[src/rtl/hilo_sequencer_if.sv]
`default_nettype none
// ============================================================================
// Module   : hilo_sequencer_if
// Purpose  : CPU-side bundle of the HI/LO sequencer. It carries the mult/div
//            request, the mthi/mtlo writes, the HI/LO read path and the
//            busy/done/div_zero status.
// Revision : 1.0 - initial release
// ============================================================================
interface hilo_sequencer_if;
  logic        start;
  logic        op_div;
  logic [31:0] op_a;
  logic [31:0] op_b;
  logic        mthi;
  logic        mtlo;
  logic [31:0] hi_wdata;
  logic [31:0] lo_wdata;
  logic [31:0] hi_out;
  logic [31:0] lo_out;
  logic        busy;
  logic        done;
  logic        div_zero;

  // Control unit side: issues requests and writes, reads HI/LO and status
  modport master (
    output start, op_div, op_a, op_b, mthi, mtlo, hi_wdata, lo_wdata,
    input  hi_out, lo_out, busy, done, div_zero
  );

  // Sequencer side
  modport slave (
    input  start, op_div, op_a, op_b, mthi, mtlo, hi_wdata, lo_wdata,
    output hi_out, lo_out, busy, done, div_zero
  );
endinterface
`default_nettype wire

[src/rtl/hilo_sequencer.sv]
`default_nettype none
// ============================================================================
// Module   : hilo_sequencer
// Purpose  : Latches mult/div operands, runs the iterative Multdiv engine
//            through one LOAD cycle and a fixed number of RUN cycles, then
//            captures its Hi/Lo into the architectural HI/LO registers.
//            A divide by zero skips the engine and only flags div_zero.
//            Also serves mthi/mtlo writes while idle.
// Revision : 1.0 - initial release
// ============================================================================
module hilo_sequencer #(
  parameter int MULT_CYCLES = 33,
  parameter int DIV_CYCLES  = 33,
  parameter int CNT_W       = 6
) (
  input  logic              clk,
  input  logic              rst_n,
  hilo_sequencer_if.slave   bus_if,
  input  logic [31:0]       md_hi_i,
  input  logic [31:0]       md_lo_i,
  output logic              md_cntrl_o,
  output logic              md_reset_o,
  output logic [31:0]       md_rega_o,
  output logic [31:0]       md_regb_o
);

  typedef enum logic [1:0] {
    S_IDLE   = 2'd0,
    S_LOAD   = 2'd1,
    S_RUN    = 2'd2,
    S_FINISH = 2'd3
  } state_t;

  localparam logic [CNT_W-1:0] MULT_LOAD = CNT_W'(MULT_CYCLES);
  localparam logic [CNT_W-1:0] DIV_LOAD  = CNT_W'(DIV_CYCLES);

  state_t             state_q, state_d;
  logic               op_div_q, op_div_d;
  logic [31:0]        rega_q, rega_d;
  logic [31:0]        regb_q, regb_d;
  logic [31:0]        hi_q, hi_d;
  logic [31:0]        lo_q, lo_d;
  logic [CNT_W-1:0]   cnt_q, cnt_d;
  logic               dz_q, dz_d;
  logic               div_by_zero_w;

  assign div_by_zero_w = bus_if.op_div && (bus_if.op_b == 32'd0);

  // State register; reset aborts any operation in flight
  always_ff @(posedge clk or negedge rst_n) begin
    if (!rst_n) begin
      state_q <= S_IDLE;
    end else begin
      state_q <= state_d;
    end
  end

  // Operand latches, run counter, divide-by-zero flag and HI/LO
  always_ff @(posedge clk or negedge rst_n) begin
    if (!rst_n) begin
      op_div_q <= 1'b0;
      rega_q   <= 32'd0;
      regb_q   <= 32'd0;
      hi_q     <= 32'd0;
      lo_q     <= 32'd0;
      cnt_q    <= '0;
      dz_q     <= 1'b0;
    end else begin
      op_div_q <= op_div_d;
      rega_q   <= rega_d;
      regb_q   <= regb_d;
      hi_q     <= hi_d;
      lo_q     <= lo_d;
      cnt_q    <= cnt_d;
      dz_q     <= dz_d;
    end
  end

  // Next-state and register update logic
  always_comb begin
    state_d  = state_q;
    op_div_d = op_div_q;
    rega_d   = rega_q;
    regb_d   = regb_q;
    hi_d     = hi_q;
    lo_d     = lo_q;
    cnt_d    = cnt_q;
    dz_d     = dz_q;
    case (state_q)
      S_IDLE: begin
        if (bus_if.start) begin
          // A request wins over any mthi/mtlo in the same cycle
          op_div_d = bus_if.op_div;
          rega_d   = bus_if.op_a;
          regb_d   = bus_if.op_b;
          dz_d     = div_by_zero_w;
          state_d  = div_by_zero_w ? S_FINISH : S_LOAD;
        end else begin
          if (bus_if.mthi) hi_d = bus_if.hi_wdata;
          if (bus_if.mtlo) lo_d = bus_if.lo_wdata;
        end
      end
      S_LOAD: begin
        cnt_d   = op_div_q ? DIV_LOAD : MULT_LOAD;
        state_d = S_RUN;
      end
      S_RUN: begin
        // Counter runs N..1, so RUN lasts exactly N cycles
        cnt_d = cnt_q - CNT_W'(1);
        if (cnt_q == CNT_W'(1)) state_d = S_FINISH;
      end
      S_FINISH: begin
        if (!dz_q) begin
          hi_d = md_hi_i;
          lo_d = md_lo_i;
        end
        dz_d    = 1'b0;
        state_d = S_IDLE;
      end
      default: state_d = S_IDLE;
    endcase
  end

  assign bus_if.busy     = (state_q != S_IDLE);
  assign bus_if.done     = (state_q == S_FINISH);
  assign bus_if.div_zero = (state_q == S_FINISH) && dz_q;
  assign bus_if.hi_out   = hi_q;
  assign bus_if.lo_out   = lo_q;

  // Engine is held in reset except while running; a divide by zero never
  // releases it
  assign md_reset_o = (state_q == S_IDLE) || (state_q == S_LOAD) ||
                      ((state_q == S_FINISH) && dz_q);
  assign md_cntrl_o = op_div_q;
  assign md_rega_o  = rega_q;
  assign md_regb_o  = regb_q;

endmodule
`default_nettype wire
[src/flat_wrapper.sv]
// flat-port wrapper written by rule: the top's interface ports become plain ports
module hilo_sequencer_flat 
#(
  parameter int MULT_CYCLES = 33,
  parameter int DIV_CYCLES  = 33,
  parameter int CNT_W       = 6
)
  (clk, rst_n, md_hi_i, md_lo_i, md_cntrl_o, md_reset_o, md_rega_o, md_regb_o, bus_if_start, bus_if_op_div, bus_if_op_a, bus_if_op_b, bus_if_mthi, bus_if_mtlo, bus_if_hi_wdata, bus_if_lo_wdata, bus_if_hi_out, bus_if_lo_out, bus_if_busy, bus_if_done, bus_if_div_zero);
  hilo_sequencer_if bus_if_i ();
  input  logic clk;
  input  logic rst_n;
  input  logic [31:0] md_hi_i;
  input  logic [31:0] md_lo_i;
  output logic md_cntrl_o;
  output logic md_reset_o;
  output logic [31:0] md_rega_o;
  output logic [31:0] md_regb_o;
  input wire logic [$bits(bus_if_i.start)-1:0] bus_if_start;
  input wire logic [$bits(bus_if_i.op_div)-1:0] bus_if_op_div;
  input wire logic [$bits(bus_if_i.op_a)-1:0] bus_if_op_a;
  input wire logic [$bits(bus_if_i.op_b)-1:0] bus_if_op_b;
  input wire logic [$bits(bus_if_i.mthi)-1:0] bus_if_mthi;
  input wire logic [$bits(bus_if_i.mtlo)-1:0] bus_if_mtlo;
  input wire logic [$bits(bus_if_i.hi_wdata)-1:0] bus_if_hi_wdata;
  input wire logic [$bits(bus_if_i.lo_wdata)-1:0] bus_if_lo_wdata;
  output wire logic [$bits(bus_if_i.hi_out)-1:0] bus_if_hi_out;
  output wire logic [$bits(bus_if_i.lo_out)-1:0] bus_if_lo_out;
  output wire logic [$bits(bus_if_i.busy)-1:0] bus_if_busy;
  output wire logic [$bits(bus_if_i.done)-1:0] bus_if_done;
  output wire logic [$bits(bus_if_i.div_zero)-1:0] bus_if_div_zero;
  assign bus_if_i.start = bus_if_start;
  assign bus_if_i.op_div = bus_if_op_div;
  assign bus_if_i.op_a = bus_if_op_a;
  assign bus_if_i.op_b = bus_if_op_b;
  assign bus_if_i.mthi = bus_if_mthi;
  assign bus_if_i.mtlo = bus_if_mtlo;
  assign bus_if_i.hi_wdata = bus_if_hi_wdata;
  assign bus_if_i.lo_wdata = bus_if_lo_wdata;
  assign bus_if_hi_out = bus_if_i.hi_out;
  assign bus_if_lo_out = bus_if_i.lo_out;
  assign bus_if_busy = bus_if_i.busy;
  assign bus_if_done = bus_if_i.done;
  assign bus_if_div_zero = bus_if_i.div_zero;
  hilo_sequencer #(.MULT_CYCLES(MULT_CYCLES), .DIV_CYCLES(DIV_CYCLES), .CNT_W(CNT_W)) u_core (.clk(clk), .rst_n(rst_n), .bus_if(bus_if_i), .md_hi_i(md_hi_i), .md_lo_i(md_lo_i), .md_cntrl_o(md_cntrl_o), .md_reset_o(md_reset_o), .md_rega_o(md_rega_o), .md_regb_o(md_regb_o));
endmodule
[config.mk]
export PLATFORM = sky130hd
export DESIGN_NAME = hilo_sequencer_flat
export DESIGN_NICKNAME = d
export VERILOG_FILES = /design/src/rtl/hilo_sequencer_if.sv /design/src/rtl/hilo_sequencer.sv /design/src/flat_wrapper.sv
export SDC_FILE = /design/constraint.sdc
export NUM_CORES = 1
export LEC_CHECK = 0
export ABC_CLOCK_PERIOD_IN_PS = 2000
export CORE_MARGIN = 2
export CORE_UTILIZATION = 40
export CTS_CLUSTER_SIZE = 20
export DETAILED_ROUTE_END_ITERATION = 10
export PLACE_DENSITY = 0.92
export SYNTH_ARGS = -nofsm -noshare
export SYNTH_HDL_FRONTEND = slang
export SYNTH_SLANG_ARGS = --single-unit
export TNS_END_PERCENT = 1
[constraint.sdc]
create_clock -name clk -period 2 [get_ports clk]
set_input_delay 0.3 -clock clk [delete_from_list [all_inputs] [get_ports clk]]
set_output_delay 0.3 -clock clk [all_outputs]
set_load 0.02 [all_outputs]
* Word-level counts from Yosys, hierarchy flattened *
Cells that the tools add are included.

storage, ports and cells
  register bits = 138
  output and inout port bits = 133
  logic and storage cells = 48

cells by class
  $add $sub $neg = 1
  equal/unequal tests = 10
  mux-type cells = 15
  reduce and logical (&&, ||, !) cells = 14

operators with widths
  cell                   number
  $mux W32               6
  $pmux W32 S2           2
  $logic_not A32 Y1      1
  $pmux W6 S2            1
  $ne A2 B2 Y1 const B   5
  $pmux W2 S4            1
  $reduce_and A4 Y1      2
  $eq A6 B1 Y1 const B   1
  $mux W2                3
  $reduce_and A2 Y1      3
  $reduce_bool A2 Y1     3
  $sub A6 B1 Y6 const B  1
  $eq A2 B2 Y1 const B   2
  $eq A2 B1 Y1 const B   1
  $logic_and A1 B1 Y1    2
  $logic_not A2 Y1       1
  $logic_or A1 B1 Y1     2
  $ne A2 B1 Y1 const B   1
  $pmux W1 S2            1
  $mux W1                1

* Logic depth before layout (Yosys ltp) *
Gate-level depths: netlist of the first run.

  depth after elaboration = 5
  depth in mapped cells = 8
  mapped depth without buffers = 6

* Worst setup path after synthesis of the first run *
No wires, ideal clock.

  path kind = flip-flop to flip-flop
  start point = reg u_core.state_q[0]
  end point = reg u_core.hi_q[25], in the netlist u_core.bus_if.hi_out[25]
  data arrival time = 1.773 ns
  required time = 1.876 ns
  slack = 0.103 ns
  cell stages (with the launch flop) = 8
  path buffers = 3
  cells stage by stage = dfrtp_1 -> ha_1 -> clkbuf_1 -> and2_1 -> buf_6 -> a211oi_4 -> buf_6 -> a21oi_1

between the ends
  cells in the longest elaborated chain, start to end = 3
  elaborated cells between the ends (all ways) = 8

ends and longest elaborated chain
  item                                                                 RTL line              source
  start: declaration                                                   hilo_sequencer.sv:37  state_t state_q, state_d;
  start signal: assignment                                             hilo_sequencer.sv:54  state_q <= state_d;
  $eq A2 B2 Y1 (*)                                                     n/a
  via bus_if_done                                                      flat_wrapper.sv:29    output wire logic [$bits(bus_if_i.done)-1:0] bus_if_done;
  $ne A2 B2 Y1 (no source line) or $reduce_bool A2 Y1 (tied branches)  n/a
  $reduce_and A4 Y1 (no source line)                                   n/a
  end signal: assignment                                               hilo_sequencer.sv:72  hi_q <= hi_d;
  end: declaration                                                     hilo_sequencer.sv:41  logic [31:0] hi_q, hi_d;

Mark *: on every way through the listed nets, which the timed path passes. The rest lies on a longest branch.
A chain may end at the register's enable or synchronous reset.

* Worst setup path after layout of the first run *
  start point = reg u_core.state_q[0]
  end point = out md_reset_o

between the ends
  cells in the longest elaborated chain, start to end = 3
  elaborated cells between the ends (all ways) = 6

ends and longest elaborated chain
  item                                                       RTL line                                      source
  $eq A2 B1 Y1 (tied with other cells)                       hilo_sequencer.sv:132                         assign md_reset_o = (state_q == S_IDLE) || (state_q == S_LOAD) ||
  $logic_or A1 B1 Y1 or $logic_and A1 B1 Y1 (tied branches)  hilo_sequencer.sv:132, hilo_sequencer.sv:133
  $logic_or A1 B1 Y1 (*)                                     hilo_sequencer.sv:132
  end: declaration                                           flat_wrapper.sv:15                            output logic md_reset_o;

Every way passes the cells marked *; elsewhere a longest branch is shown, timed or not.

==> results list, run 1 <==
* Outcome: completed
* Vertical extent of the die: 129 um
- After detailed placement, the design holds a cell count of 1023.
- Dividing the detail-routed via count by the number of cells gives around 4.8.
* H-Tree Level Count: 4
- In this run the cell area of the synthesized design comes to 6280 sq um.
- The number of different library cells used by synthesis comes to 33.
* Type of the setup path with the least slack: register to output pin
- Input and output buffers added on the ports amount to 330.
* CTS Buf Count: 17
* Proportion of netlist area held by the largest area contributor: 55.0%
- Hold/Removal Path Class: primary input to async pin
* Cell accounting for the most synthesized area: dfrtp_1
- Synth Area in Compound Gates: between 10% and 20%
* RSZ-0062 raised after global routing: true
* Core outline area: about 15000 sq um
* Share of synthesized cell area in and, or, nand and nor gates: 6.64%
- Diodes inserted: 0
- During synthesis, Yosys emitted a total of 0 warnings.
- Crit-path max FO: 3
* Final cycle utilization of the critical path: a little over nine tenths
* Power consumption: between 15 and 20 mW
- Top cells by instance count after synthesis: 138 x dfrtp_1, 69 x nor2_1, 65 x mux2_2
- VDD sags by at most ~1.2 mV.
- Via count of the first global-routing pass: 5252
- Parity-gate share of the synthesized area counting xor and xnor cells: less than 1%
* Total Negative Setup Slacks: 0 ns
- Hold Vio Cnt, Final: 0
- The first global-routing pass estimated ~27000 um of wire.
- Residual antenna-violating net count after detailed routing: 0
- The most critical setup path has its startpoint at u_core.state_q[0].
- The tool flagged a number of max-cap violations equal to 0.
- The detailed router finished its first iteration with 141 violations.
- Flops & latches, synth: 138
* Routed wire length: approximately 18000 um
* Main combinational cell family by area after synthesis: multiplexers
* WP data arrival: 1.64 ns
- Multiplexer share of the synthesized area: 21.9%
- Initial standard-cell utilization of the core: between 40% and 50%
- In this run the mean area of a mapped cell was ~13 sq um.
- In the post-synthesis netlist, the cell with the most instances is dfrtp_1.
- Leak Pwr: 4.16 nW
- Detailed routing inserted a total of about 5100 vias.
* Normalized max-slew margin: 61.8%
- Setup violations remaining at the end of the flow were counted as 0.
- After legalization and detailed placement, the total HPWL measured between 10000 and 15000 um.
- Die footprint: 16700 sq um
- Summing the areas of all fa, ha and maj instances in the mapped netlist gives 1.20% of the synthesized area.
- Clock-pin slew on the worst setup and hold paths: 0.06 ns
- EDFF count, synth: 0
* Start of the worst register-to-register path: u_core.state_q[0]
- For this run, the total global-route usage over all layers was measured as 21.3%.
- Average routed wire per standard cell: 17.1 um
* Areal power density over the cells: 1700 nW/um^2
- The die is 129 um wide.
- Sequential cells were found to cover 55.0% of the synthesized design area.
* Highest clock rate: 0.515 GHz
- Among all flip-flop cells after synthesis, the most frequent one is dfrtp_1.
- Of all flip-flops after synthesis, the portion carrying an async set or reset was 100%.
* Number of placement rows: 45
- The count of cells in the finished layout, fillers not included, comes to about 1100.
- Total clock sinks: 138
- The worst setup path is launched from a register.
* Global placer's final weighted congestion: 0.813
* Worst setup EP type: output pin
- Clock skew: 0.0141 ns
- Maximum number of pins on one net before global-route repair: 65
- Data on the critical path is required at its endpoint by approximately 1.7 ns.
- Number of DRC violations after detailed routing: 0
- Post-route core utilization: 69.1%
- The later pin in the worst-skew pair is clocked with a latency of ~0.41 ns.
- For the finished layout, the period the worst path requires is ~1.9 ns.
- TritonCTS built the clock tree.
- CTS Buffer Depth: 2
- Post-CTS timing repair inserted 0 buffers for setup.
* Number of antenna violations at the first check in global routing: 0
- Global routing finished with a remaining overflow of 0.
- For the pin with the worst max-slew slack, the measured transition is 0.574 ns.
* Top cells by area, synth: dfrtp_1 55%, mux2_2 12%, mux2i_1 10%
- Number of nets produced by synthesis: 696
* Clock Tree Root: clkbuf_16
* Final Slew Violations: 0
* Drt pass-1 iters: 4
- Synthesis handed over a netlist of 492 instances.
- The net count of the finished layout is 1036.
- Of the cells placed in the final design, the portion with a size suffix greater than 1 is roughly 22%.
* Area growth from synthesis to final layout: 68.0%
* Top-Level Pins: 331
[stage by stage]
step | hold WS (ns) | worst slack (ns) | area, sq um
after floorplan | 0.00441 | 0.103 | 6280
after global placement | 0.318 | 0.0514 | 9880
after detailed placement | 0.320 | -0.00532 | 9880
after CTS | 0.463 | 0.000629 | 10500
after global routing | 0.479 | -0.0217 | 10500
final | 0.456 | 0.0578 | 10500
[cell usage in the layout, fill, tap and decap left out, drive strengths merged, types with 6 or more instances in the layout]
master / n
nor2: 69
inv: 16
mux2i: 64
clkdlybuf4s50: 325
nor4: 6
dfrtp: 138
a21oi: 67
ha: 6
clkbuf: 19
o21ai: 9
mux2: 65
buf: 21
[cell type report]
type,instances,area (sq um)
fill,1119,4710
multi-input combinational,315,2590
clock buffer,17,425
timing repair buffer,350,3560
sequential,138,3450
clock inverter,15,213
inverter,10,37.5
tap,211,264
[flip-flops by register name (all words and copies together) (netlist names)]
signal	flops
u_core.bus_if.hi_out	32
u_core.bus_if.lo_out	32
u_core.cnt_q	6
u_core.dz_q	1
u_core.md_cntrl_o	1
u_core.md_rega_o	32
u_core.md_regb_o	32
u_core.state_q	2
[worst max-delay path, stage by stage, from the launching register on]
cell and delay [ns]:
dfrtp_1 0.41, inv_1 0.08, ha_1 0.21, or3_1 0.37, buf_4 0.17
[worst paths after layout]
check	to	slack, ns	depth (start not counted)
worst max-delay path	md_reset_o	0.06	4
worst min-delay path	u_core.bus_if.hi_out[28]	0.46	2
worst max register to register	u_core.bus_if.lo_out[23]	0.09	5
worst min register to register	u_core.md_regb_o[4]	0.50	1
max in group asynchronous	u_core.md_rega_o[21]	0.96	3
min in group clk	u_core.md_regb_o[4]	0.50	1
[report_power, final]
group          internal, mW  switching, mW  total, mW
registers              4.22          0.767       4.99
logic                  4.66           4.90       9.56
clock network          2.12           1.26       3.38
[cells by family (layout without fill, tap and decap cells)]
| family | Yosys count | count (layout) |
|---|---|---|
| simple gates | 94 | 94 |
| fa+ha+maj | 6 | 6 |
| mux | 129 | 129 |
| xor+xnor | 2 | 2 |
| buf+inv | 39 | 392 |
| flops | 138 | 138 |
| compound gates | 84 | 84 |
[per-layer routing]
layer	up-vias	global-route usage, %	part of all wire (%)
met3	30	7.14	8.6
met5	-	0	0
met1	2406	22.8	36
met2	222	38.8	53
met4	0	7.80	2.1
li1	2413	-	-
[timing repair]
action,in CTS,in global routing
cloned,0,0
hold buffers,1,0
endpoints found under the hold margin,49,0
gates resized for setup,14,9
endpoints found under the setup margin,14,59
Note: power is estimated with default switching activity, not from simulation.
==> run 2, diff against run 1 <==
CAP_MARGIN = 20   (was not set)
==> results of run 2 <==
Same layout as run 1: the final DEF is identical, and so are final timing and power.
